File: config.mk
export PLATFORM = sky130hd
export DESIGN_NAME = addsub_pipe_flat
export DESIGN_NICKNAME = d
export VERILOG_FILES = /design/src/rtl/addsub_pkg.sv /design/src/rtl/addsub_if.sv /design/src/rtl/addsub_core.sv /design/src/rtl/addsub_pipe.sv /design/src/flat_wrapper.sv
export SDC_FILE = /design/constraint.sdc
export NUM_CORES = 1
export LEC_CHECK = 0
export CORE_MARGIN = 5
export CORE_UTILIZATION = 57
export DETAILED_ROUTE_END_ITERATION = 10
export GPL_ROUTABILITY_DRIVEN = 0
export PLACE_DENSITY = 0.82
export REMOVE_ABC_BUFFERS = 1
export SLEW_MARGIN = 20
export SYNTH_ARGS = -nofsm -noshare
export SYNTH_HDL_FRONTEND = slang
export SYNTH_HIERARCHICAL = 1
export SYNTH_SLANG_ARGS = --single-unit
File: constraint.sdc
create_clock -name clk -period 5.6 [get_ports clk]
set_clock_uncertainty 0.1 [all_clocks]
set_input_delay 1.4 -clock clk [delete_from_list [all_inputs] [get_ports clk]]
set_output_delay 1.4 -clock clk [all_outputs]
set_load 0.02 [all_outputs]
File: src/rtl/addsub_pkg.sv
// Shared types and constants for the add/subtract/accumulate pipeline.
// Optional build macro: ADDSUB_SATURATE_EN (clamp overflowing results).
package addsub_pkg;

  // Operation select carried alongside every operand pair.
  typedef enum logic [1:0] {
    OP_ADD = 2'b00,
    OP_SUB = 2'b01,
    OP_ACC = 2'b10,
    OP_CLR = 2'b11
  } op_t;

  // True when an op writes the accumulator as it enters stage 2.
  function automatic logic op_writes_acc(input op_t op);
    return (op == OP_ACC) || (op == OP_CLR);
  endfunction

endpackage

File: src/rtl/addsub_if.sv
// Producer/consumer bus for addsub_pipe.
// Handshake: a transfer happens on a rising clk edge where valid && ready
// are both high; the sender holds its payload stable while valid is high
// and ready is low, and ready may depend combinationally on the other side.
// master = producer/consumer side, slave = the pipeline.
interface addsub_if
  import addsub_pkg::*;
#(
  parameter int WIDTH = 32
);

  logic             in_valid;
  logic             in_ready;
  op_t              in_op;
  logic [WIDTH-1:0] in_a;
  logic [WIDTH-1:0] in_b;

  logic             out_valid;
  logic             out_ready;
  logic [WIDTH-1:0] out_sum;
  logic             out_carry;
  logic             out_ovf;
  logic [WIDTH-1:0] acc_value;

  modport master (
    output in_valid, in_op, in_a, in_b, out_ready,
    input  in_ready, out_valid, out_sum, out_carry, out_ovf, acc_value
  );

  modport slave (
    input  in_valid, in_op, in_a, in_b, out_ready,
    output in_ready, out_valid, out_sum, out_carry, out_ovf, acc_value
  );

endinterface

File: src/rtl/addsub_core.sv
// Combinational arithmetic for one operation: ADD, SUB, ACC (acc + a), CLR.
// Everything is evaluated at WIDTH+1 bits so the carry falls out of the top bit.
// With ADDSUB_SATURATE_EN defined, overflowing ADD/SUB/ACC results clamp to
// the signed max/min; otherwise they wrap.
module addsub_core
  import addsub_pkg::*;
#(
  parameter int WIDTH = 32
) (
  input  op_t              op,
  input  logic [WIDTH-1:0] a,
  input  logic [WIDTH-1:0] b,
  input  logic [WIDTH-1:0] acc,
  output logic [WIDTH-1:0] sum,
  output logic             carry,
  output logic             ovf
);

  logic [WIDTH-1:0] x;
  logic [WIDTH-1:0] y;
  logic [WIDTH:0]   wide_add;
  logic [WIDTH:0]   wide_sub;
  logic [WIDTH-1:0] wrap_sum;

  // Select the operand pair: ACC adds operand A onto the accumulator.
  always_comb begin
    x = a;
    y = b;
    if (op == OP_ACC) begin
      x = acc;
      y = a;
    end
  end

  assign wide_add = {1'b0, x} + {1'b0, y};
  assign wide_sub = {1'b0, x} - {1'b0, y};

  // Wrapped result and flags; SUB reports not-borrow as its carry.
  always_comb begin
    wrap_sum = '0;
    carry    = 1'b0;
    ovf      = 1'b0;
    case (op)
      OP_ADD, OP_ACC: begin
        wrap_sum = wide_add[WIDTH-1:0];
        carry    = wide_add[WIDTH];
        ovf      = (x[WIDTH-1] == y[WIDTH-1]) && (wrap_sum[WIDTH-1] != x[WIDTH-1]);
      end
      OP_SUB: begin
        wrap_sum = wide_sub[WIDTH-1:0];
        carry    = ~wide_sub[WIDTH];
        ovf      = (x[WIDTH-1] != y[WIDTH-1]) && (wrap_sum[WIDTH-1] != x[WIDTH-1]);
      end
      default: begin
        wrap_sum = '0;
        carry    = 1'b0;
        ovf      = 1'b0;
      end
    endcase
  end

`ifdef ADDSUB_SATURATE_EN
  // On overflow the true result has the sign of x (both ADD and SUB overflow
  // only when the result sign flips away from x), so clamp towards that sign.
  localparam logic [WIDTH-1:0] SAT_MAX = {1'b0, {(WIDTH-1){1'b1}}};
  localparam logic [WIDTH-1:0] SAT_MIN = {1'b1, {(WIDTH-1){1'b0}}};

  // Clamp overflowing results; non-overflowing results pass through.
  always_comb begin
    sum = wrap_sum;
    if (ovf) begin
      sum = x[WIDTH-1] ? SAT_MIN : SAT_MAX;
    end
  end
`else
  assign sum = wrap_sum;
`endif

endmodule

File: src/rtl/addsub_pipe.sv
// Two-stage pipelined add/subtract/accumulate unit with valid/ready on both
// sides. S1 captures the operation, S2 holds the computed result and flags.
// The accumulator is written as an ACC/CLR op moves from S1 into S2, so a
// following ACC in S1 always sees the freshly updated value.
// enable low freezes every register and hides both handshakes.
// Optional build macro: ADDSUB_SATURATE_EN (handled inside addsub_core).
module addsub_pipe
  import addsub_pkg::*;
#(
  parameter int WIDTH = 32
) (
  input  logic     clk,
  input  logic     reset,
  input  logic     enable,
  addsub_if.slave  bus
);

  // Stage 1: captured operation.
  logic             s1_valid;
  op_t              s1_op;
  logic [WIDTH-1:0] s1_a;
  logic [WIDTH-1:0] s1_b;

  // Stage 2: registered result.
  logic             s2_valid;
  logic [WIDTH-1:0] s2_sum;
  logic             s2_carry;
  logic             s2_ovf;

  logic [WIDTH-1:0] acc_q;

  // Core outputs for the op currently in S1.
  logic [WIDTH-1:0] core_sum;
  logic             core_carry;
  logic             core_ovf;

  logic s2_free;
  logic s1_move;
  logic in_fire;

  assign s2_free  = !s2_valid || bus.out_ready;
  assign s1_move  = enable && s1_valid && s2_free;
  assign in_fire  = bus.in_valid && bus.in_ready;

  assign bus.in_ready  = enable && (!s1_valid || s2_free);
  assign bus.out_valid = enable && s2_valid;
  assign bus.out_sum   = s2_sum;
  assign bus.out_carry = s2_carry;
  assign bus.out_ovf   = s2_ovf;
  assign bus.acc_value = acc_q;

  addsub_core #(
    .WIDTH (WIDTH)
  ) u_core (
    .op    (s1_op),
    .a     (s1_a),
    .b     (s1_b),
    .acc   (acc_q),
    .sum   (core_sum),
    .carry (core_carry),
    .ovf   (core_ovf)
  );

  // Stage 1: load on input transfer, empty when its op moves on unreplaced.
  always_ff @(posedge clk) begin
    if (!reset) begin
      s1_valid <= 1'b0;
      s1_op    <= OP_ADD;
      s1_a     <= '0;
      s1_b     <= '0;
    end else if (enable) begin
      if (in_fire) begin
        s1_valid <= 1'b1;
        s1_op    <= bus.in_op;
        s1_a     <= bus.in_a;
        s1_b     <= bus.in_b;
      end else if (s1_move) begin
        s1_valid <= 1'b0;
      end
    end
  end

  // Stage 2: load the computed result, or empty after the consumer takes it.
  always_ff @(posedge clk) begin
    if (!reset) begin
      s2_valid <= 1'b0;
      s2_sum   <= '0;
      s2_carry <= 1'b0;
      s2_ovf   <= 1'b0;
    end else if (enable) begin
      if (s1_move) begin
        s2_valid <= 1'b1;
        s2_sum   <= core_sum;
        s2_carry <= core_carry;
        s2_ovf   <= core_ovf;
      end else if (s2_valid && bus.out_ready) begin
        s2_valid <= 1'b0;
      end
    end
  end

  // Accumulator: ACC stores its (possibly clamped) sum, CLR stores zero.
  always_ff @(posedge clk) begin
    if (!reset) begin
      acc_q <= '0;
    end else if (s1_move && op_writes_acc(s1_op)) begin
      acc_q <= core_sum;
    end
  end

endmodule

File: src/flat_wrapper.sv
// flat-port wrapper written by rule: the top's interface ports become plain ports
module addsub_pipe_flat import addsub_pkg::*;
#(
  parameter int WIDTH = 32
)
  (clk, reset, enable, bus_in_valid, bus_in_op, bus_in_a, bus_in_b, bus_out_ready, bus_in_ready, bus_out_valid, bus_out_sum, bus_out_carry, bus_out_ovf, bus_acc_value);
  addsub_if #(.WIDTH(WIDTH)) bus_i ();
  input  logic clk;
  input  logic reset;
  input  logic enable;
  input wire logic [$bits(bus_i.in_valid)-1:0] bus_in_valid;
  input wire logic [$bits(bus_i.in_op)-1:0] bus_in_op;
  input wire logic [$bits(bus_i.in_a)-1:0] bus_in_a;
  input wire logic [$bits(bus_i.in_b)-1:0] bus_in_b;
  input wire logic [$bits(bus_i.out_ready)-1:0] bus_out_ready;
  output wire logic [$bits(bus_i.in_ready)-1:0] bus_in_ready;
  output wire logic [$bits(bus_i.out_valid)-1:0] bus_out_valid;
  output wire logic [$bits(bus_i.out_sum)-1:0] bus_out_sum;
  output wire logic [$bits(bus_i.out_carry)-1:0] bus_out_carry;
  output wire logic [$bits(bus_i.out_ovf)-1:0] bus_out_ovf;
  output wire logic [$bits(bus_i.acc_value)-1:0] bus_acc_value;
  assign bus_i.in_valid = bus_in_valid;
  assign bus_i.in_op = bus_in_op;
  assign bus_i.in_a = bus_in_a;
  assign bus_i.in_b = bus_in_b;
  assign bus_i.out_ready = bus_out_ready;
  assign bus_in_ready = bus_i.in_ready;
  assign bus_out_valid = bus_i.out_valid;
  assign bus_out_sum = bus_i.out_sum;
  assign bus_out_carry = bus_i.out_carry;
  assign bus_out_ovf = bus_i.out_ovf;
  assign bus_acc_value = bus_i.acc_value;
  addsub_pipe #(.WIDTH(WIDTH)) u_core (.clk(clk), .reset(reset), .enable(enable), .bus(bus_i));
endmodule
**Word level (Yosys, flattened, before mapping)**

Cells that the tools add are included.

- Register bits after elaboration: 134
- Input port bits: 71
- Output and inout port bits: 68
- Word-level logic and storage cells: 50

- Add/subtract/negate cells: 2
- Equal/unequal tests: 7
- Multiplexer cells: 9
- Bitwise operators: 1
- Reduce and logical (&&, ||, !) cells: 22

Operators by type and width:

| kind | number |
|---|---|
| $mux 32 | 2 |
| $pmux 32 s2 | 1 |
| $add 32x32->33 | 1 |
| $sub 32x32->33 | 1 |
| $logic_and 1x1->1 | 9 |
| $reduce_and 2->1 | 4 |
| $eq 2x2->1 const B | 2 |
| $mux 1 | 4 |
| $pmux 1 s2 | 2 |
| $reduce_bool 2->1 | 2 |
| $logic_or 1x1->1 | 3 |
| $ne 1x1->1 | 3 |
| $eq 2x1->1 const B | 1 |
| $logic_not 1->1 | 2 |
| $logic_not 2->1 | 1 |
| $reduce_or 2->1 | 1 |
| $eq 1x1->1 | 1 |
| $not 1->1 | 1 |

**Logic depth before layout (Yosys ltp)**

Gate-level depths: netlist of the first run.

- Depth after elaboration: 7
- Gate-level depth with buffers: 19
- Gate-level depth less buffers: 17

**Modules after synthesis**

The synthesis of the first run kept the hierarchy.

By module, submodules not included:

| module | instances | cells each | area each (um^2) | sequential area each (um^2) |
|---|---|---|---|---|
| addsub_pipe | 1 | 596 | 5402.7 | 2682.6 |
| addsub_core | 1 | 731 | 4888.4 | 0.0 |

**Least setup slack after synthesis of the first run**

OpenSTA, ideal clock, no wires.

- Path type: register to register
- From: reg u_core.s1_op[0]
- To: reg u_core.s2_sum[29], in the netlist u_core/bus.out_sum[29]
- Setup time: 76 ps
- Arrival time: 3964 ps
- Data required time: 5424 ps
- Setup slack: 1461 ps
- Cell stages (with the launch flop): 18
- Buffers on the path: 3
- Period minus slack after synthesis: 4139 ps
- Path through: dfxtp_1 -> clkbuf_1 -> inv_1 -> nand2_1 -> clkbuf_1 -> mux2_2 -> ha_1 -> buf_6 -> a21oi_2 -> o311ai_1 -> a221o_1 -> a21o_1 -> a21o_1 -> a311o_1 -> o21ai_1 -> a2bb2oi_1 -> nand3_1 -> a21boi_0

- Cells in the longest elaborated chain, start to end: 4
- Elaborated cells between the ends (all ways): 9
- Those cells by class: add/sub (2); eq/ne (2); mux (3); reduce/logical (2)

Ends and longest elaborated chain:

| item | RTL line | source |
|---|---|---|
| start, declared | addsub_pipe.sv:20 | `op_t s1_op;` |
| start signal, assigned | addsub_pipe.sv:74 | `s1_op <= bus.in_op;` |
| $eq 2x2->1 | addsub_core.sv:29, addsub_core.sv:43 |  |
| $mux 32 | addsub_core.sv:29 | `if (op == OP_ACC) begin` |
| $sub 32x32->33 / $add 32x32->33 (equally long branches) | addsub_core.sv:36, addsub_core.sv:35 |  |
| $pmux 32 s2 (*) | addsub_core.sv:43 | `case (op)` |
| net u_core.core_sum[29] | addsub_pipe.sv:33 | `logic [WIDTH-1:0] core_sum;` |
| end signal, assigned | addsub_pipe.sv:93 | `s2_sum <= core_sum;` |
| end, declared | addsub_pipe.sv:26 | `logic [WIDTH-1:0] s2_sum;` |

Mark *: on every way through the listed nets, which the timed path passes. The rest lies on a longest branch.
A chain may end at the register's enable or synchronous reset.

**Worst setup path in the final report of the first run**

- From: reg u_core.s1_op[1]
- To: reg u_core.acc_q[30], in the netlist u_core/bus.acc_value[30]

- Cells in the longest elaborated chain, start to end: 4
- Elaborated cells between the ends (all ways): 12
- Those cells by class: add/sub (2); eq/ne (3); mux (3); reduce/logical (4)

Ends and longest elaborated chain:

| item | RTL line | source |
|---|---|---|
| $eq 2x2->1 | addsub_core.sv:29, addsub_core.sv:43 |  |
| $mux 32 | addsub_core.sv:29 |  |
| $sub 32x32->33 / $add 32x32->33 (equally long branches) | addsub_core.sv:36, addsub_core.sv:35 |  |
| $pmux 32 s2 (*) | addsub_core.sv:43 |  |
| net u_core.core_sum[30] | addsub_pipe.sv:33 |  |
| end signal, assigned | addsub_pipe.sv:107 | `acc_q <= core_sum;` |
| end, declared | addsub_pipe.sv:30 | `logic [WIDTH-1:0] acc_q;` |

Marked as above.

==> results_dict.tcl, run 1 <==
set metrics [dict create \
    status "complete, no violations" \
    setup_ws_ns 1.01 \
    dieArea_um2 20800 \
    num_rows 49 \
    syn_inst 1327 \
    period_minus_slack_ns 4.59 \
    grt_first_pass_wirelength_um 46700 \
    seqPwrFrac 0.351 \
    num_io_pins 139 \
    portBuffers 138 \
    grt_pass1_vias 9770 \
    end_kind "flop" \
    synth_edf_count 0 \
    cts_post_setup_buffers_inserted 0 \
    cp_data_required_time_ns 5.80 \
    setup_viol 0 \
    remaining_drc_errors 0 \
    synth.area.top_cells "dfxtp_1, mux2i_1, nand2_1" \
    critPathKind "reg -> reg" \
    layout.nets 1537 \
    combPwrFrac 0.248 \
    finalHoldViolCount 0 \
    rsz0062_at_grt "false" \
    ys_warn_count 6 \
    worst_slew_pin_slew_ns 1.04 \
    place_ws_ns 1.13 \
    ys_types 76 \
    max_slew_margin 0.307 \
    vias 10143 \
    die_h_um 144 \
    grt_start_max_net_pins 118 \
    antenna_found_initial 0 \
    cp-start-kind "flop" \
    async_reset_ff_frac 0 \
    drive_gt1_frac 0.0870 \
    max_freq_mhz 218 \
    syn-cell-area_um2 10300 \
    drtAntennaViolNets 0 \
    dieWidth_um 144 \
    finalCritPeriodShare 0.819 \
    leakagePower_nw 4.86 \
    cts_resized 0 \
    htree_num_levels 4 \
    avgSynthCellArea_um2 7.76 \
    yosys.area.top_type "dfxtp_1" \
    synth-main-ff-cell "dfxtp_1" \
    grt.overflow.total 0 \
    drt_iter0_markers 1247 \
    crit_arrival_ns 4.79 \
    start_util 0.577 \
    power.density_nw_per_um2 235 \
    wl_per_cell_um 17.7 \
    ys_seq_elements 134 \
    clkPwrFrac 0.401 \
    area_growth_pct 18.4 \
    clk_pin_slew_ns 0.06 \
    drtPass1Iterations 6 \
    synth_common_cells "nand2_1, dfxtp_1, mux2i_1" \
    fillers 1470 \
    numCtsBuffers 17 \
    p_int_mw 1.98 \
    diodes 0 \
    root_buffer "clkbuf_16" \
    cts.sinks 134 \
    wl_um 29000 \
    ys_seq_area_frac 0.261 \
    via_per_inst 6.18 \
    maxCapViolCount 0 \
    setup-tns-final_ns 0 \
    cp_max_fo 31 \
    swShare 0.310 \
    cts.path.max_buffers 2 \
    dp_hpwl_um 20000 \
    switchingPower_uw 887 \
    insertion_delay_ns 0.44 \
    vdd_drop_max_uv 261 \
    finalMaxSlewViolations 0 \
    hold_buffers 0 \
    yosysMostFrequentCell "nand2_1" \
    fp.coreArea_um2 17800 \
    min_path_type "reg -> reg" \
    cts_tree "done" \
    synth_top_area_share 0.261 \
    grt_use_total 0.271 \
]
[final timing paths]
check	from	endpoint	slack, ns	cells after the start
worst max-delay path	u_core/s1_op[1]	u_core/bus.acc_value[30]	1.01	14
worst min-delay path	u_core/s1_b[7]	u_core/s1_b[7]	0.36	2
worst max register to register	u_core/s1_op[1]	u_core/bus.acc_value[30]	1.01	14
worst min register to register	u_core/s1_b[7]	u_core/s1_b[7]	0.36	2
[layout make-up]
cell class | instances | area (µm²) | area share
Timing Repair Buffer | 152 | 1500 | 0.123
Clock buffer | 20 | 447 | 0.0367
Sequential cell | 134 | 2680 | 0.220
Clock inverter | 12 | 151 | 0.0124
Multi-Input combinational cell | 1025 | 6850 | 0.562
Inverter | 70 | 263 | 0.0216
Tap cell | 229 | 287 | 0.0235
[registers in the layout, indices dropped and copies added (netlist names)]
| register | cells |
|---|---|
| u_core/s1_op | 2 |
| u_core/bus.out_ovf | 1 |
| u_core/bus.out_sum | 32 |
| u_core/s1_b | 32 |
| u_core/bus.out_carry | 1 |
| u_core/bus.acc_value | 32 |
| u_core/s2_valid | 1 |
| u_core/s1_valid | 1 |
| u_core/s1_a | 32 |
[logic make-up after synthesis]
logic type                 count (synthesis)  share of synthesized area
and+or+nand+nor                          448                      0.194
AOI/OAI and AO/OA                        345                      0.222
buffers and inverters                    168                     0.0740
muxes                                    164                      0.167
DFF                                      134                      0.261
adders and majority gates                 66                     0.0817
xor gates and xnor gates                   2                    0.00170
[placed cells by master (no fill, tap or decap), drive strengths merged, types with 7 or more instances in the layout]
cell type and n:
dfxtp 134, a21oi 91, ha 64, a221oi 9
a2bb2oi 7, inv 72, mux2i 104, o31ai 10
clkdlybuf4s50 137, nor2 67, nor4 10, clkbuf 20
nand2 237, nor2b 19, o211a 8, a211oi 15
nor3 24, buf 15, a21o 7, o21bai 9
a21boi 43, o21ai 74, nand3 52, a31oi 13
o211ai 7, mux2 60
[power groups by stage]
| stage | Clock (mW) | Sequential (mW) | Combinational (mW) |
|---|---|---|---|
| 6_report | 1.15 | 1.01 | 0.709 |
| 5_1_grt | 1.20 | 1.01 | 0.771 |
| 4_1_cts | 1.16 | 1.01 | 0.694 |
| 3_5_place_dp | 0 | 1.03 | 0.687 |
| 3_3_place_gp | 0 | 1.02 | 0.674 |
| 2_1_floorplan | 0 | 1.03 | 0.464 |
[critical path, stage by stage, from the launching register on]
cell and delay, ns:
dfxtp_1 0.52, nand2_2 0.51, buf_4 0.39, mux2_2 0.30, ha_1 0.52, nor2b_1 0.11
o21ai_0 0.39, nand4_1 0.14, nor4b_1 0.31, a31oi_1 0.16, a21boi_1 0.43, mux2i_1 0.24
nand3_1 0.14, nand2_1 0.08, mux2i_1 0.08
[metrics by stage]
step	power [mW]	hold WS [ns]	cell area (µm²)	instances	utilization
2_1_floorplan	1.49	0.331	9790	1229	-
3_3_place_gp	1.70	0.341	11600	1610	0.649
3_5_place_dp	1.71	0.348	11600	1610	0.649
4_1_cts	2.86	0.362	12200	1642	0.683
5_1_grt	2.98	0.382	12200	1642	0.683
6_report	2.86	0.358	12200	1642	0.683
[metal layers]
metal	global-route usage	wire (µm)	share of wire
met1	0.327	11900	0.41
met2	0.474	14000	0.48
met3	0.0539	2190	0.075
met4	0.108	906	0.031
met5	0	0	0
No activity file was read; power rests on OpenSTA's default activity.
==> run 2: changes to the inputs <==
==> constraint.sdc (replaced) <==
create_clock -name clk -period 4.53 [get_ports clk]
set_clock_uncertainty 0.1 [all_clocks]
set_input_delay 1.1325 -clock clk [delete_from_list [all_inputs] [get_ports clk]]
set_output_delay 1.1325 -clock clk [all_outputs]
set_load 0.02 [all_outputs]
==> run 2 against run 1 <==
Against the previous run: sequential share of layout area is 0.24 points lower; setup slack got worse by 0.68 ns; flip-flop and latch count stayed put; core utilization rose by 0.75 points; power rose by 30%; non-clock buffer count increased by 4.
==> results_dict.tcl, run 2 (synthesis results as in run 1) <==
set metrics [dict create \
    status "complete, no violations" \
    end_kind "flop" \
    cp-start-kind "flop" \
    worst_slew_pin_slew_ns 0.861 \
    finalHoldViolCount 0 \
    cts_resized 0 \
    power_mw 3.72 \
    swShare 0.299 \
    drtAntennaViolNets 0 \
    root_buffer "clkbuf_16" \
    min_path_type "reg -> reg" \
    combPwrFrac 0.237 \
    rsz0062_at_grt "false" \
    grt.overflow.total 0 \
    leakagePower_nw 4.94 \
    insertion_delay_ns 0.43 \
    htree_num_levels 4 \
    grt_first_pass_wirelength_um 47100 \
    cts_tree "done" \
    max_freq_mhz 238 \
    via_per_inst 6.16 \
    area_growth_pct 19.7 \
    portBuffers 138 \
    seqPwrFrac 0.334 \
    drtPass1Iterations 6 \
    maxCapViolCount 0 \
    cts.sinks 134 \
    max_slew_margin 0.424 \
    power.density_nw_per_um2 302 \
    cts_post_setup_buffers_inserted 0 \
    drt_iter0_markers 1125 \
    remaining_drc_errors 0 \
    antenna_found_initial 0 \
    start_util 0.577 \
    finalMaxSlewViolations 0 \
    num_io_pins 139 \
    reg2reg_depth 15 \
    hold_slack_ns 0.357 \
    clk_pin_slew_ns 0.06 \
    r2r-end "u_core/bus.out_sum[25]" \
    fin_util 0.690 \
    crit_arrival_ns 4.44 \
    critPathKind "reg -> reg" \
    cts.path.max_buffers 2 \
    ff2ff_setup_slack_ns 0.34 \
    finalCritPeriodShare 0.926 \
    r2r-start "u_core/s1_op[0]" \
    switchingPower_mw 1.11 \
    vdd_drop_max_uv 217 \
    grt_pass1_vias 9533 \
    diodes 0 \
    clkPwrFrac 0.429 \
    drive_gt1_frac 0.0910 \
    dieWidth_um 144 \
    cp_max_fo 36 \
    period_minus_slack_ns 4.19 \
    num_rows 49 \
    hold_buffers 0 \
    stdcell_area_um2 12300 \
    postPlaceCellArea_um2 11600 \
    grt_start_max_net_pins 111 \
    mostFrequentLayoutCell "nand2_1" \
    dieArea_um2 20800 \
    wl_um 29300 \
    cp-endpoint "u_core/bus.out_sum[25]" \
    wl_per_cell_um 17.8 \
    die_h_um 144 \
    grt_use_total 0.275 \
    p_int_mw 2.61 \
    dp_hpwl_um 19900 \
    cp_data_required_time_ns 4.78 \
    final_cell_mix "nand2_1, clkdlybuf4s50_1, dfxtp_1, mux2i_1, a21oi_1" \
    layout.nets 1541 \
    fp.coreArea_um2 17800 \
    vias 10136 \
    startpoint "u_core/s1_op[0]" \
    setup_viol 0 \
    numCtsBuffers 17 \
]
-- run 2: cell types whose count changed in the layout (fill, tap and decap cells not counted) --
cell	before	now
clkinvlp_4	2	0
bufinv_16	3	6
buf_12	1	3
buf_4	13	15
clkinv_2	4	2
clkbuf_1	2	0
clkbuf_8	1	0
clkinv_4	1	5
-- run 2: how the worst min path moves through the flow --
| stage | startpoint | endpoint | slack (ns) | cells past startpoint |
|---|---|---|---|---|
| global placement | u_core/s1_b[4] | u_core/s1_b[4] | 0.34 | 2 |
| global route | u_core/s1_b[30] | u_core/s1_b[30] | 0.38 | 2 |
| finish | u_core/s1_b[24] | u_core/s1_b[24] | 0.36 | 2 |
| detailed placement | u_core/s1_b[6] | u_core/s1_b[6] | 0.35 | 2 |
| floorplan | u_core/s1_b[0] | u_core/s1_b[0] | 0.33 | 2 |
| CTS | u_core/s1_b[24] | u_core/s1_b[24] | 0.36 | 2 |
-- run 2: stage by stage --
| stage | setup TNS [ns] | cells | worst slack (ns) |
|---|---|---|---|
| final | 0 | 1646 | 0.337 |
| after global routing | 0 | 1646 | 0.0365 |
| after CTS | 0 | 1646 | 0.411 |
| after detailed placement | 0 | 1614 | 0.527 |
| after global placement | 0 | 1614 | 0.622 |
| after floorplan | -78.22 | 1229 | -1.59 |
-- run 2: layout make-up --
| cell class | instances | area, µm² |
|---|---|---|
| clock buffer | 17 | 425 |
| clock inverter | 15 | 251 |
| fill | 1463 | 5530 |
| inverter | 70 | 263 |
| multi-input combinational | 1025 | 6850 |
| sequential | 134 | 2680 |
| tap | 229 | 287 |
| timing repair buffer | 156 | 1560 |
-- run 2: power by group through the flow --
stage / Combinational [mW] / Sequential [mW] / Clock [mW]
floorplan: 0.574 / 1.27 / 0
global placement: 0.836 / 1.27 / 0
detailed placement: 0.852 / 1.27 / 0
CTS: 0.862 / 1.24 / 1.62
global route: 0.959 / 1.25 / 1.67
finish: 0.882 / 1.24 / 1.60
-- run 2: worst max-delay path, cell delays in order (launching register included) --
cell and delay [ns]:
dfxtp_1 0.33, inv_1 0.06, nand2_2 0.16, buf_12 0.23, mux2_2 0.39, ha_1 0.49
nor2b_1 0.12, nor3_1 0.34, a21oi_1 0.14, o31ai_1 0.36, nand3_1 0.25, a311oi_1 0.45
a2bb2oi_1 0.14, a21oi_1 0.26, nand3_1 0.09, a21boi_0 0.17
-- run 2: layer usage --
layer | part of all wire | track usage | vias to the layer above
met2 | 0.47 | 0.463 | 519
li1 | - | - | 4850
met1 | 0.42 | 0.344 | 4664
met3 | 0.075 | 0.0522 | 103
met5 | 0 | 0 | -
met4 | 0.038 | 0.119 | 0
